File: src/rtl/uart_rx_pkg.sv
// Shared definitions for the UART receive controller: the frame FSM encoding,
// the legal oversampling ratios and the default word width.
package uart_rx_pkg;

  localparam int DATA_WIDTH = 8;

  localparam logic [5:0] PRESCALE_8  = 6'd8;
  localparam logic [5:0] PRESCALE_16 = 6'd16;
  localparam logic [5:0] PRESCALE_32 = 6'd32;

  typedef enum logic [2:0] {
    ST_IDLE   = 3'd0,
    ST_START  = 3'd1,
    ST_DATA   = 3'd2,
    ST_PARITY = 3'd3,
    ST_STOP   = 3'd4
  } state_t;

  // Map any unsupported oversampling ratio onto 8 so a bad setting still
  // produces a well-defined bit period.
  function automatic logic [5:0] legal_prescale(input logic [5:0] i_ps);
    case (i_ps)
      PRESCALE_8, PRESCALE_16, PRESCALE_32: return i_ps;
      default:                              return PRESCALE_8;
    endcase
  endfunction

endpackage

File: src/rtl/edge_bit_counter.sv
// Oversample edge counter and data-bit counter for the UART receiver.
// Both counters rest at zero while disabled, so every frame starts from a
// clean edge index without an explicit clear.
module edge_bit_counter #(
  parameter int   DATA_WIDTH = uart_rx_pkg::DATA_WIDTH,
  localparam int  BIT_CNT_W  = $clog2(DATA_WIDTH + 1)
) (
  input  logic                 i_clk,
  input  logic                 i_rst_n,
  input  logic                 i_enable,
  input  logic                 i_bit_inc,
  input  logic [5:0]           i_prescale,
  output logic [5:0]           o_edge_cnt,
  output logic [BIT_CNT_W-1:0] o_bit_cnt,
  output logic                 o_bit_end
);

  logic [5:0]           r_edge_cnt;
  logic [BIT_CNT_W-1:0] r_bit_cnt;

  assign o_bit_end  = i_enable && (r_edge_cnt == (i_prescale - 6'd1));
  assign o_edge_cnt = r_edge_cnt;
  assign o_bit_cnt  = r_bit_cnt;

  // Edge index wraps at the end of each bit; bit count advances on request.
  always_ff @(posedge i_clk or negedge i_rst_n) begin
    if (!i_rst_n) begin
      r_edge_cnt <= 6'd0;
      r_bit_cnt  <= '0;
    end else if (!i_enable) begin
      r_edge_cnt <= 6'd0;
      r_bit_cnt  <= '0;
    end else begin
      r_edge_cnt <= o_bit_end ? 6'd0 : r_edge_cnt + 6'd1;
      if (i_bit_inc) begin
        r_bit_cnt <= r_bit_cnt + 1'b1;
      end
    end
  end

endmodule

File: src/rtl/uart_rx_ctrl.sv
// UART receive controller: frame FSM, LSB-first shift register, parity and
// stop checks, and the registered word/flag outputs. Bit timing comes from
// edge_bit_counter; sampling itself is done by an external majority voter.
module uart_rx_ctrl #(
  parameter int DATA_WIDTH = uart_rx_pkg::DATA_WIDTH
) (
  input  logic                  CLK,
  input  logic                  RST,
  input  logic                  RX_IN,
  input  logic [5:0]            prescale,
  input  logic                  PAR_EN,
  input  logic                  PAR_TYP,
  input  logic                  sampled_bit,
  output logic                  samp_en,
  output logic [5:0]            edge_cnt,
  output logic [DATA_WIDTH-1:0] P_DATA,
  output logic                  data_valid,
  output logic                  par_err,
  output logic                  stp_err,
  output logic                  busy
);

  import uart_rx_pkg::*;

  localparam int BIT_CNT_W = $clog2(DATA_WIDTH + 1);

  state_t                r_state;
  logic [DATA_WIDTH-1:0] r_shift;
  logic [DATA_WIDTH-1:0] r_p_data;
  logic                  r_data_valid;
  logic                  r_par_err;
  logic                  r_stp_err;
  logic [5:0]            r_prescale;
  logic                  r_par_en;
  logic                  r_par_typ;

  logic                  w_active;
  logic                  w_bit_end;
  logic                  w_bit_inc;
  logic                  w_par_exp;
  logic [BIT_CNT_W-1:0]  w_bit_cnt;
  logic [5:0]            w_edge_cnt;

  assign w_active  = (r_state != ST_IDLE);
  assign w_bit_inc = (r_state == ST_DATA) && w_bit_end;
  // Even parity expects the XOR of the word, odd parity its complement.
  assign w_par_exp = r_par_typ ? ~(^r_shift) : (^r_shift);

  edge_bit_counter #(
    .DATA_WIDTH (DATA_WIDTH)
  ) u_edge_bit_counter (
    .i_clk      (CLK),
    .i_rst_n    (RST),
    .i_enable   (w_active),
    .i_bit_inc  (w_bit_inc),
    .i_prescale (r_prescale),
    .o_edge_cnt (w_edge_cnt),
    .o_bit_cnt  (w_bit_cnt),
    .o_bit_end  (w_bit_end)
  );

  assign samp_en    = w_active;
  assign busy       = w_active;
  assign edge_cnt   = w_edge_cnt;
  assign P_DATA     = r_p_data;
  assign data_valid = r_data_valid;
  assign par_err    = r_par_err;
  assign stp_err    = r_stp_err;

  // Frame FSM with all datapath and output registers; acts only at bit ends.
  always_ff @(posedge CLK or negedge RST) begin
    if (!RST) begin
      r_state      <= ST_IDLE;
      r_shift      <= '0;
      r_p_data     <= '0;
      r_data_valid <= 1'b0;
      r_par_err    <= 1'b0;
      r_stp_err    <= 1'b0;
      r_prescale   <= PRESCALE_8;
      r_par_en     <= 1'b0;
      r_par_typ    <= 1'b0;
    end else begin
      r_data_valid <= 1'b0;
      case (r_state)
        ST_IDLE: begin
          if (!RX_IN) begin
            r_state    <= ST_START;
            r_prescale <= legal_prescale(prescale);
            r_par_en   <= PAR_EN;
            r_par_typ  <= PAR_TYP;
            r_par_err  <= 1'b0;
            r_stp_err  <= 1'b0;
          end
        end
        ST_START: begin
          if (w_bit_end) begin
            // A high sample means the falling edge was only a glitch.
            r_state <= sampled_bit ? ST_IDLE : ST_DATA;
          end
        end
        ST_DATA: begin
          if (w_bit_end) begin
            r_shift <= {sampled_bit, r_shift[DATA_WIDTH-1:1]};
            if (w_bit_cnt == BIT_CNT_W'(DATA_WIDTH - 1)) begin
              r_state <= r_par_en ? ST_PARITY : ST_STOP;
            end
          end
        end
        ST_PARITY: begin
          if (w_bit_end) begin
            r_par_err <= (sampled_bit != w_par_exp);
            r_state   <= ST_STOP;
          end
        end
        ST_STOP: begin
          if (w_bit_end) begin
            r_stp_err <= ~sampled_bit;
            r_state   <= ST_IDLE;
            if (!r_par_err && sampled_bit) begin
              r_p_data     <= r_shift;
              r_data_valid <= 1'b1;
            end
          end
        end
        default: begin
          r_state <= ST_IDLE;
        end
      endcase
    end
  end

endmodule

File: config.mk
export PLATFORM = sky130hd
export DESIGN_NAME = uart_rx_ctrl
export DESIGN_NICKNAME = d
export VERILOG_FILES = /design/src/rtl/uart_rx_pkg.sv /design/src/rtl/edge_bit_counter.sv /design/src/rtl/uart_rx_ctrl.sv
export SDC_FILE = /design/constraint.sdc
export NUM_CORES = 1
export LEC_CHECK = 0
export ABC_CLOCK_PERIOD_IN_PS = 2500
export CAP_MARGIN = 25
export CORE_UTILIZATION = 48
export DETAILED_ROUTE_END_ITERATION = 12
export GPL_ROUTABILITY_DRIVEN = 1
export PLACE_DENSITY_LB_ADDON = 0.08
export SETUP_SLACK_MARGIN = 0.5
export SYNTH_ARGS = -nofsm -noshare
export SYNTH_HDL_FRONTEND = slang
export SYNTH_SLANG_ARGS = --single-unit
File: constraint.sdc
create_clock -name CLK -period 2.5 [get_ports CLK]
set_clock_uncertainty 0.1 [all_clocks]
set_input_delay 0.5 -clock CLK [delete_from_list [all_inputs] [get_ports CLK]]
set_output_delay 0.5 -clock CLK [all_outputs]
set_load 0.01 [all_outputs]
== Word-level counts from Yosys, hierarchy flattened ==
Index checks and enable logic that the tools add are counted.
Cells by class
  add/sub/neg operators: 3
  equal/unequal tests: 17
  muxes and demuxes: 23
  bitwise operators: 3
  reductions and logical operators: 16
Operators with widths (number)
  3-bit 2-to-1 mux: 7
  6-bit 2-to-1 mux: 3
  3-bit one-hot mux with 5 select lines: 1
  2-bit by 1-bit inequality test with 1-bit output (second input constant): 5
  3-bit AND reduction: 3
  4-bit 2-to-1 mux: 2
  8-bit XOR reduction: 1
  1-bit 2-to-1 mux: 7
  6-bit by 1-bit adder with 6-bit output (second input constant): 1
  3-bit by 2-bit equality test with 1-bit output (second input constant): 2
  6-bit by 4-bit equality test with 1-bit output (second input constant): 1
  6-bit by 5-bit equality test with 1-bit output (second input constant): 1
  6-bit equality test: 1
  6-bit equality test (second input constant): 1
  6-bit AND reduction: 1
  6-bit by 1-bit subtractor with 6-bit output (second input constant): 1
  4-bit by 1-bit adder with 4-bit output (second input constant): 1
  4-bit by 3-bit equality test with 1-bit output (second input constant): 1
  2-bit inequality test (second input constant): 2
  1-bit one-hot mux with 2 select lines: 2
  2-bit AND reduction: 2
  2-bit nonzero test: 2
  3-bit by 1-bit equality test with 1-bit output (second input constant): 1
  3-bit equality test (second input constant): 1
  8 further kinds: 12
Word-level totals
  bits in registers: 40
  input bits: 12
  output and inout bits: 19
  logic and storage cells: 73

== Depth between registers and ports, before layout ==
Gate-level depths: netlist (run 1).
  depth after elaboration: 6
  depth in mapped cells: 8
  depth with buffers taken out: 7

== By module ==
Synthesis (run 1) repeated with hierarchy kept, for this count alone.
Unflattened totals
  cells, all modules: 170
  area, all modules: 1986.9 sq um
By module, submodules not included
  uart_rx_ctrl: instances 1, cells each 112, area an instance 1376.3 sq um, sequential area each 752.0 sq um
  edge_bit_counter: instances 1, cells each 58, area an instance 610.6 sq um, sequential area each 250.2 sq um

== Worst setup path after synthesis (run 1) ==
OpenSTA, ideal clock, no wires.
  path type: reg2reg
  from: register r_prescale[0]
  to: register r_p_data[0], in the netlist P_DATA[0]
  arrival: 2155 ps
  data required time: 2275 ps
  slack: 120 ps
  cell stages (with the launch flop): 6
  period minus slack after synthesis: 2380 ps
  cell sequence: dfrtp_1 -> or4_1 -> or3_4 -> a211oi_4 -> nand4_4 -> mux2_2
Between the ends
  cells in the longest elaborated chain, start to end: 4
Ends and longest elaborated chain
  start: declaration: RTL line uart_rx_ctrl.sv:33  | logic [5:0] r_prescale;
  start signal: assignment: RTL line uart_rx_ctrl.sv:88  | r_prescale <= legal_prescale(prescale);
  6-bit by 1-bit subtractor with 6-bit output: RTL line edge_bit_counter.sv:21  | assign o_bit_end = i_enable && (r_edge_cnt == (i_prescale - 6'd1));
  6-bit equality test: RTL line edge_bit_counter.sv:21
  1-bit logical AND: RTL line edge_bit_counter.sv:21
  3-bit AND reduction (no line)
  end signal: assignment: RTL line uart_rx_ctrl.sv:120  | r_p_data <= r_shift;
  end: declaration: RTL line uart_rx_ctrl.sv:29  | logic [DATA_WIDTH-1:0] r_p_data;
Every way passes these cells.
A chain may end at the register's enable or synchronous reset.

== Final worst setup path (run 1) ==
  from: register r_prescale[1]
  to: register r_p_data[4], in the netlist P_DATA[4]
Same word-level chain as after synthesis.

==> results of run 1 <==
cell usage in the layout (no fill, tap or decap), types with 5 or more instances in the layout:
cell              n
buf_4            13
clkbuf_8          5
clkdlybuf4s50_1  27
dfrtp_1          36
inv_1             5
mux2_2           15
mux2i_1           7
nand2_1          19
nand2b_1          5
nor2_1            7
nor3_2            5
xnor2_1          15
area by class of cell:
type                       instances  area [sq um]
clock buffer                       5         68.82
clock inverter                     2         60.06
fill                             301          1310
inverter                           6         22.52
multi-input combinational        125          1017
sequential                        40          1006
tap                               50         62.56
timing repair buffer              47         452.9
final timing paths:
| path | startpoint | end | slack (ns) | depth (start not counted) |
|---|---|---|---|---|
| max in group asynchronous | RST | r_state[1] | 1.46 | 1 |
| setup / recovery | r_prescale[1] | P_DATA[4] | 0.06 | 5 |
| min in group CLK | r_par_typ | r_par_typ | 0.40 | 2 |
| hold reg to reg | r_par_typ | r_par_typ | 0.40 | 2 |
| setup reg to reg | r_prescale[1] | P_DATA[4] | 0.06 | 5 |
| hold / removal | RST | r_prescale[5] | 0.22 | 1 |
layer usage:
layer,wire length (microns),part of all wire (%),track usage [%],vias up
li1,-,-,-,705
met1,1837,44,26.53,701
met2,2151,52,37.25,27
met3,125,3.0,5.308,6
met4,59,1.4,7.713,0
met5,0,0,0,-
per-stage QoR:
step                      instances  hold slack, ns  total power [W]  setup WS, ns
after CTS                       272          0.2594         0.002696       0.09851
after global placement          257          0.3868         0.001914        0.1400
after floorplan                 174          0.1044         0.001560        0.1561
after global routing            275          0.2933         0.002876      0.001912
after detailed placement        257          0.3859         0.001956       0.07053
final                           275          0.2233         0.002704       0.06075
cell families after synthesis:
group / Yosys count
multiplexers: 23
flip-flops: 40
XOR/XNOR: 19
AO/OA/AOI/OAI: 15
AND/OR/NAND/NOR: 64
adder cells (fa/ha/maj): 3
buffers and inverters: 10
cell usage after synthesis, types with 2 or more instances:
| cell type | number | area share [%] |
|---|---|---|
| nand2b_1 | 5 | 1.6 |
| xnor2_1 | 15 | 6.6 |
| nand2_1 | 19 | 3.6 |
| o31ai_1 | 2 | 0.75 |
| and3_1 | 2 | 0.62 |
| clkbuf_1 | 2 | 0.38 |
| dfrtp_1 | 39 | 49 |
| o21ai_0 | 3 | 0.75 |
| inv_1 | 6 | 1.1 |
| nor3b_1 | 2 | 0.75 |
| ha_1 | 3 | 1.9 |
| mux2i_1 | 7 | 3.5 |
| or4_1 | 2 | 0.75 |
| nand4_1 | 2 | 0.62 |
| nor2_1 | 7 | 1.3 |
| xor2_1 | 4 | 1.7 |
| nor3_1 | 9 | 2.2 |
| mux2_2 | 16 | 9.0 |
| nand3_1 | 4 | 1.0 |
| a311oi_1 | 2 | 0.88 |
| nor2b_1 | 4 | 1.2 |
timing repair:
action / 4_1_cts / 5_1_grt
buffers inserted: 7 / 3
pin swaps: 7 / 0
gates resized for setup: 17 / 3
cloned: 1 / 0
endpoints found under the setup margin: 34 / 35
state kept, by name (all words and copies together) (netlist names):
register,cells
P_DATA,8
data_valid,1
par_err,1
r_par_en,1
r_par_typ,1
r_prescale,6
r_shift,8
r_state,3
stp_err,1
u_edge_bit_counter.o_bit_cnt,4
u_edge_bit_counter.o_edge_cnt,6
power by group through the flow:
stage	sequential [W]	combinational, W	clock (W)
floorplan	0.000914	0.000646	0
global placement	0.000918	0.000996	0
detailed placement	0.000924	0.00103	0
CTS	0.000914	0.00115	0.000627
global route	0.000940	0.00129	0.000649
finish	0.000920	0.00118	0.000608
==> impl_metrics.env, run 1 <==
export IMPL_layout_drive_gt1_share_pct=28.44
export IMPL_die_area_sq_mm=0.004433
export IMPL_clock_root_buffer="clkbuf_8"
export IMPL_syn_area_per_cell_sq_um=11.51
export IMPL_synth_adder_area_share_pct=1.875
export IMPL_p_switching_w=0.0009404
export IMPL_setup_tns_ns=0
export IMPL_first_pass_iters=4
export IMPL_p_int_w=0.001764
export IMPL_initial_core_util_pct=50.05
export IMPL_synthXorXnorAreaFrac_pct=8.313
export IMPL_required_ns=2.58
export IMPL_finalSetupViolations=0
export IMPL_hold_path_class="in -> async"
export IMPL_synth_nets=189
export IMPL_rsz0062_at_grt="yes"
export IMPL_timing_fmax_mhz=410.0
export IMPL_die_w_microns=66.58
export IMPL_hpwl_microns=2824
export IMPL_globalplace_congestion=0.8860
export IMPL_cts_tree="yes"
export IMPL_synthMuxAreaShare_pct=12.50
export IMPL_ys_seq_elements=40
export IMPL_ys_flop_type="dfrtp_1"
export IMPL_io_pins=31
export IMPL_hold_buffers=0
export IMPL_areaGrowthSynthToFinish_pct=34.38
export IMPL_grt_pass1_wl_microns=7044
export IMPL_crit_type="reg -> reg"
export IMPL_crit_slowest_cell="or4_4"
export IMPL_p_per_area_mw_per_mm2=1005
export IMPL_p_sw_share_pct=34.77
export IMPL_wl_microns=4174
export IMPL_die_h_microns=66.58
export IMPL_slew_headroom_pct=41.38
export IMPL_status="finished, final reports clean"
export IMPL_path_clk_slew_ns=0.07
export IMPL_antenna_cells=0
export IMPL_slew_viol_final=0
export IMPL_clkPwrFrac_pct=22.5
export IMPL_p_seq_share_pct=34.0
export IMPL_peakVddDrop_mv=0.6842
export IMPL_numCtsBuffers=5
export IMPL_synth_warnings=0
export IMPL_viasPerCell=5.233
export IMPL_finalHoldViolations=0
export IMPL_antenna_found_initial=0
export IMPL_critPathCaptureType="register"
export IMPL_fin_crit_ns=2.439
export IMPL_fin_area_sq_mm=0.002690
export IMPL_syn_cell_area_sq_mm=0.002002
export IMPL_dr_total_vias=1439
export IMPL_power_leakage_nw=1.214
export IMPL_synth_compound_area_share_pct=7.125
export IMPL_drt_iter0_markers=36
export IMPL_tightest_slew_ns=0.8793
export IMPL_grt_max_degree=41
export IMPL_synth_top_family_by_area="simple AND/OR/NAND/NOR gates"
export IMPL_grtUsageTotal_pct=21.80
export IMPL_grt_ovfl_total=0
export IMPL_syn_instance_count=174
export IMPL_ant_nets=0
export IMPL_nets=240
export IMPL_drc=0
export IMPL_synthArstFlopShare_pct=100.0
export IMPL_rows=23
export IMPL_dpl_cell_area_sq_mm=0.002404
export IMPL_portBuffers=30
export IMPL_core_area_sq_mm=0.004000
export IMPL_wl_per_cell_microns=15.18
export IMPL_clock_path_buffers=2
export IMPL_cp_data_arrival_time_ns=2.51
export IMPL_startpoint_type="register"
export IMPL_cap_violations=0
export IMPL_crit_family="simple AND/OR/NAND/NOR gates"
export IMPL_crit_fanout=8
export IMPL_max_stage_delay_ns=0.54
export IMPL_synth_simple_area_share_pct=17.69
export IMPL_clk_latency_ns=0.29
export IMPL_worstPathCellList="or4_4 -> or3_4 -> a211oi_4 -> nand4_4 -> mux2_4"
export IMPL_crit_buf_inv=0
export IMPL_htreeDepth=2
export IMPL_grt_pass1_vias=1485
export IMPL_synth_cell_types=40
export IMPL_final_core_util_pct=67.25
export IMPL_synth_edff_count=0
export IMPL_finalCritPeriodShare_pct=97.57
export IMPL_yosysSeqAreaShare_pct=50.06
export IMPL_cts_sinks=40
export IMPL_power_share_combinational_pct=43.5
Power figures use the tool's default switching activity.
==> inputs of run 2 (changes only) <==
Settings changed: HOLD_SLACK_MARGIN set to 0.05.
==> results of run 2 <==
Same layout as run 1: the final DEF is identical, and so are final timing and power.
==> inputs of run 3 (changes only) <==
Settings changed: PLACE_DENSITY set to 0.75, PLACE_DENSITY_LB_ADDON 0.08 to unset.
==> run 3 against run 2 <==
  * Worst hold slack lost 0.012 ns
  * Maximum frequency grew 0.35%
  * Via count grew 2.2%
  * Critical path type unchanged
==> impl_metrics.env, run 3 (same netlist as run 1, synthesis figures left out) <==
export IMPL_peakVddDrop_mv=0.4927
export IMPL_p_per_area_mw_per_mm2=1002
export IMPL_slew_viol_final=0
export IMPL_tightest_slew_ns=0.8532
export IMPL_numCtsBuffers=5
export IMPL_worst_r2r_endpoint="r_shift[7]"
export IMPL_finalCritPeriodShare_pct=97.23
export IMPL_crit_fanout=9
export IMPL_clock_root_buffer="clkbuf_8"
export IMPL_layout_drive_gt1_share_pct=27.51
export IMPL_cts_sinks=40
export IMPL_globalplace_congestion=0.8475
export IMPL_die_w_microns=66.58
export IMPL_grt_pass1_wl_microns=6693
export IMPL_final_common_cell="dfrtp_1"
export IMPL_portBuffers=30
export IMPL_fin_crit_ns=2.431
export IMPL_grtUsageTotal_pct=21.11
export IMPL_status="finished, final reports clean"
export IMPL_r2r_cells=5
export IMPL_ant_nets=0
export IMPL_rsz0062_at_grt="yes"
export IMPL_crit_path_end="r_shift[7]"
export IMPL_die_h_microns=66.58
export IMPL_areaGrowthSynthToFinish_pct=32.69
export IMPL_crit_slowest_cell="or4_4"
export IMPL_antenna_cells=0
export IMPL_worstPathCellList="or4_4 -> or3_4 -> a2111oi_4 -> nand2_4 -> mux2_2"
export IMPL_finalSetupViolations=0
export IMPL_crit_type="reg -> reg"
export IMPL_htreeDepth=2
export IMPL_crit_start="r_prescale[1]"
export IMPL_cap_violations=0
export IMPL_max_stage_delay_ns=0.54
export IMPL_final_cell_mix="36 x dfrtp_1, 27 x clkdlybuf4s50_1, 19 x nand2_1"
export IMPL_hpwl_microns=2823
export IMPL_r2r_slack_ns=0.07
export IMPL_dp_slack_ns=0.05672
export IMPL_viasPerCell=5.272
export IMPL_power_leakage_nw=1.209
export IMPL_die_area_sq_mm=0.004433
export IMPL_grt_max_degree=41
export IMPL_setup_tns_ns=0
export IMPL_drc=0
export IMPL_startpoint_type="register"
export IMPL_cp_data_arrival_time_ns=2.51
export IMPL_hold_path_class="in -> async"
export IMPL_reg2reg_from="r_prescale[1]"
export IMPL_grt_ovfl_total=0
export IMPL_wl_microns=4221
export IMPL_clock_path_buffers=2
export IMPL_nets=243
export IMPL_hold_buffers=0
export IMPL_rows=23
export IMPL_grt_pass1_vias=1446
export IMPL_core_area_sq_mm=0.004000
export IMPL_dr_total_vias=1471
export IMPL_timing_fmax_mhz=411.4
export IMPL_critPathCaptureType="register"
export IMPL_io_pins=31
export IMPL_required_ns=2.58
export IMPL_finalHoldViolations=0
export IMPL_fin_ws_ns=0.06921
export IMPL_slew_headroom_pct=43.12
export IMPL_cts_tree="yes"
export IMPL_wl_per_cell_microns=15.13
export IMPL_first_pass_iters=4
export IMPL_initial_core_util_pct=50.05
export IMPL_antenna_found_initial=0
export IMPL_path_clk_slew_ns=0.07
export IMPL_clk_latency_ns=0.29
export IMPL_drt_iter0_markers=41
run 3: metrics by stage:
stage / hold slack (ns) / utilization, % / cells / power, W / instance area [sq um]
2_1_floorplan: 0.1044 / - / 174 / 0.001560 / 2007
3_3_place_gp: 0.3844 / 59.77 / 257 / 0.001877 / 2391
3_5_place_dp: 0.3954 / 59.77 / 257 / 0.001906 / 2391
4_1_cts: 0.2312 / 64.44 / 270 / 0.002515 / 2577
5_1_grt: 0.2781 / 66.41 / 279 / 0.002840 / 2656
6_report: 0.2109 / 66.41 / 279 / 0.002662 / 2656
run 3: worst min path at each step:
stage | slack, ns | cells past startpoint | endpoint
after CTS | 0.23 | 1 | u_edge_bit_counter.o_edge_cnt[5]
final | 0.21 | 1 | u_edge_bit_counter.o_edge_cnt[5]
after detailed placement | 0.40 | 1 | u_edge_bit_counter.o_bit_cnt[2]
after global placement | 0.38 | 1 | u_edge_bit_counter.o_bit_cnt[2]
after global routing | 0.28 | 1 | P_DATA[1]
after floorplan | 0.10 | 0 | P_DATA[0]
run 3: timing repair:
action | in CTS | in global routing
endpoints found under the setup margin | 34 | 35
buffers inserted | 5 | 8
pin swaps | 5 | 5
cloned | 0 | 1
resized for setup | 11 | 4
run 3: area by class of cell:
class                      count  area, sq um
clock buffer                   5        68.82
clock inverter                 3        42.54
fill                         298         1344
inverter                       6        22.52
multi-input combinational    125        989.7
sequential                    40         1006
tap                           50        62.56
timing repair buffer          50        464.2
run 3: worst max-delay path, delay by kind of cell, from the launching register on:
kind,cells,cell delay (ns)
compound gates,1,0.44
simple gates,3,1.09
flops,1,0.39
mux,1,0.30
run 3: metal layers:
metal / global-route usage, % / wire length (microns) / vias up
li1: - / - / 712
met1: 25.63 / 1815 / 718
met2: 33.59 / 2131 / 33
met3: 6.336 / 188 / 8
met4: 10.90 / 85 / 0
met5: 0 / 0 / -
run 3: where the power goes:
group / switching (W) / internal, W
combinational: 0.000585 / 0.000641
clock: 0.000219 / 0.000295
sequential: 0.000147 / 0.000774
total: 0.000951 / 0.00171
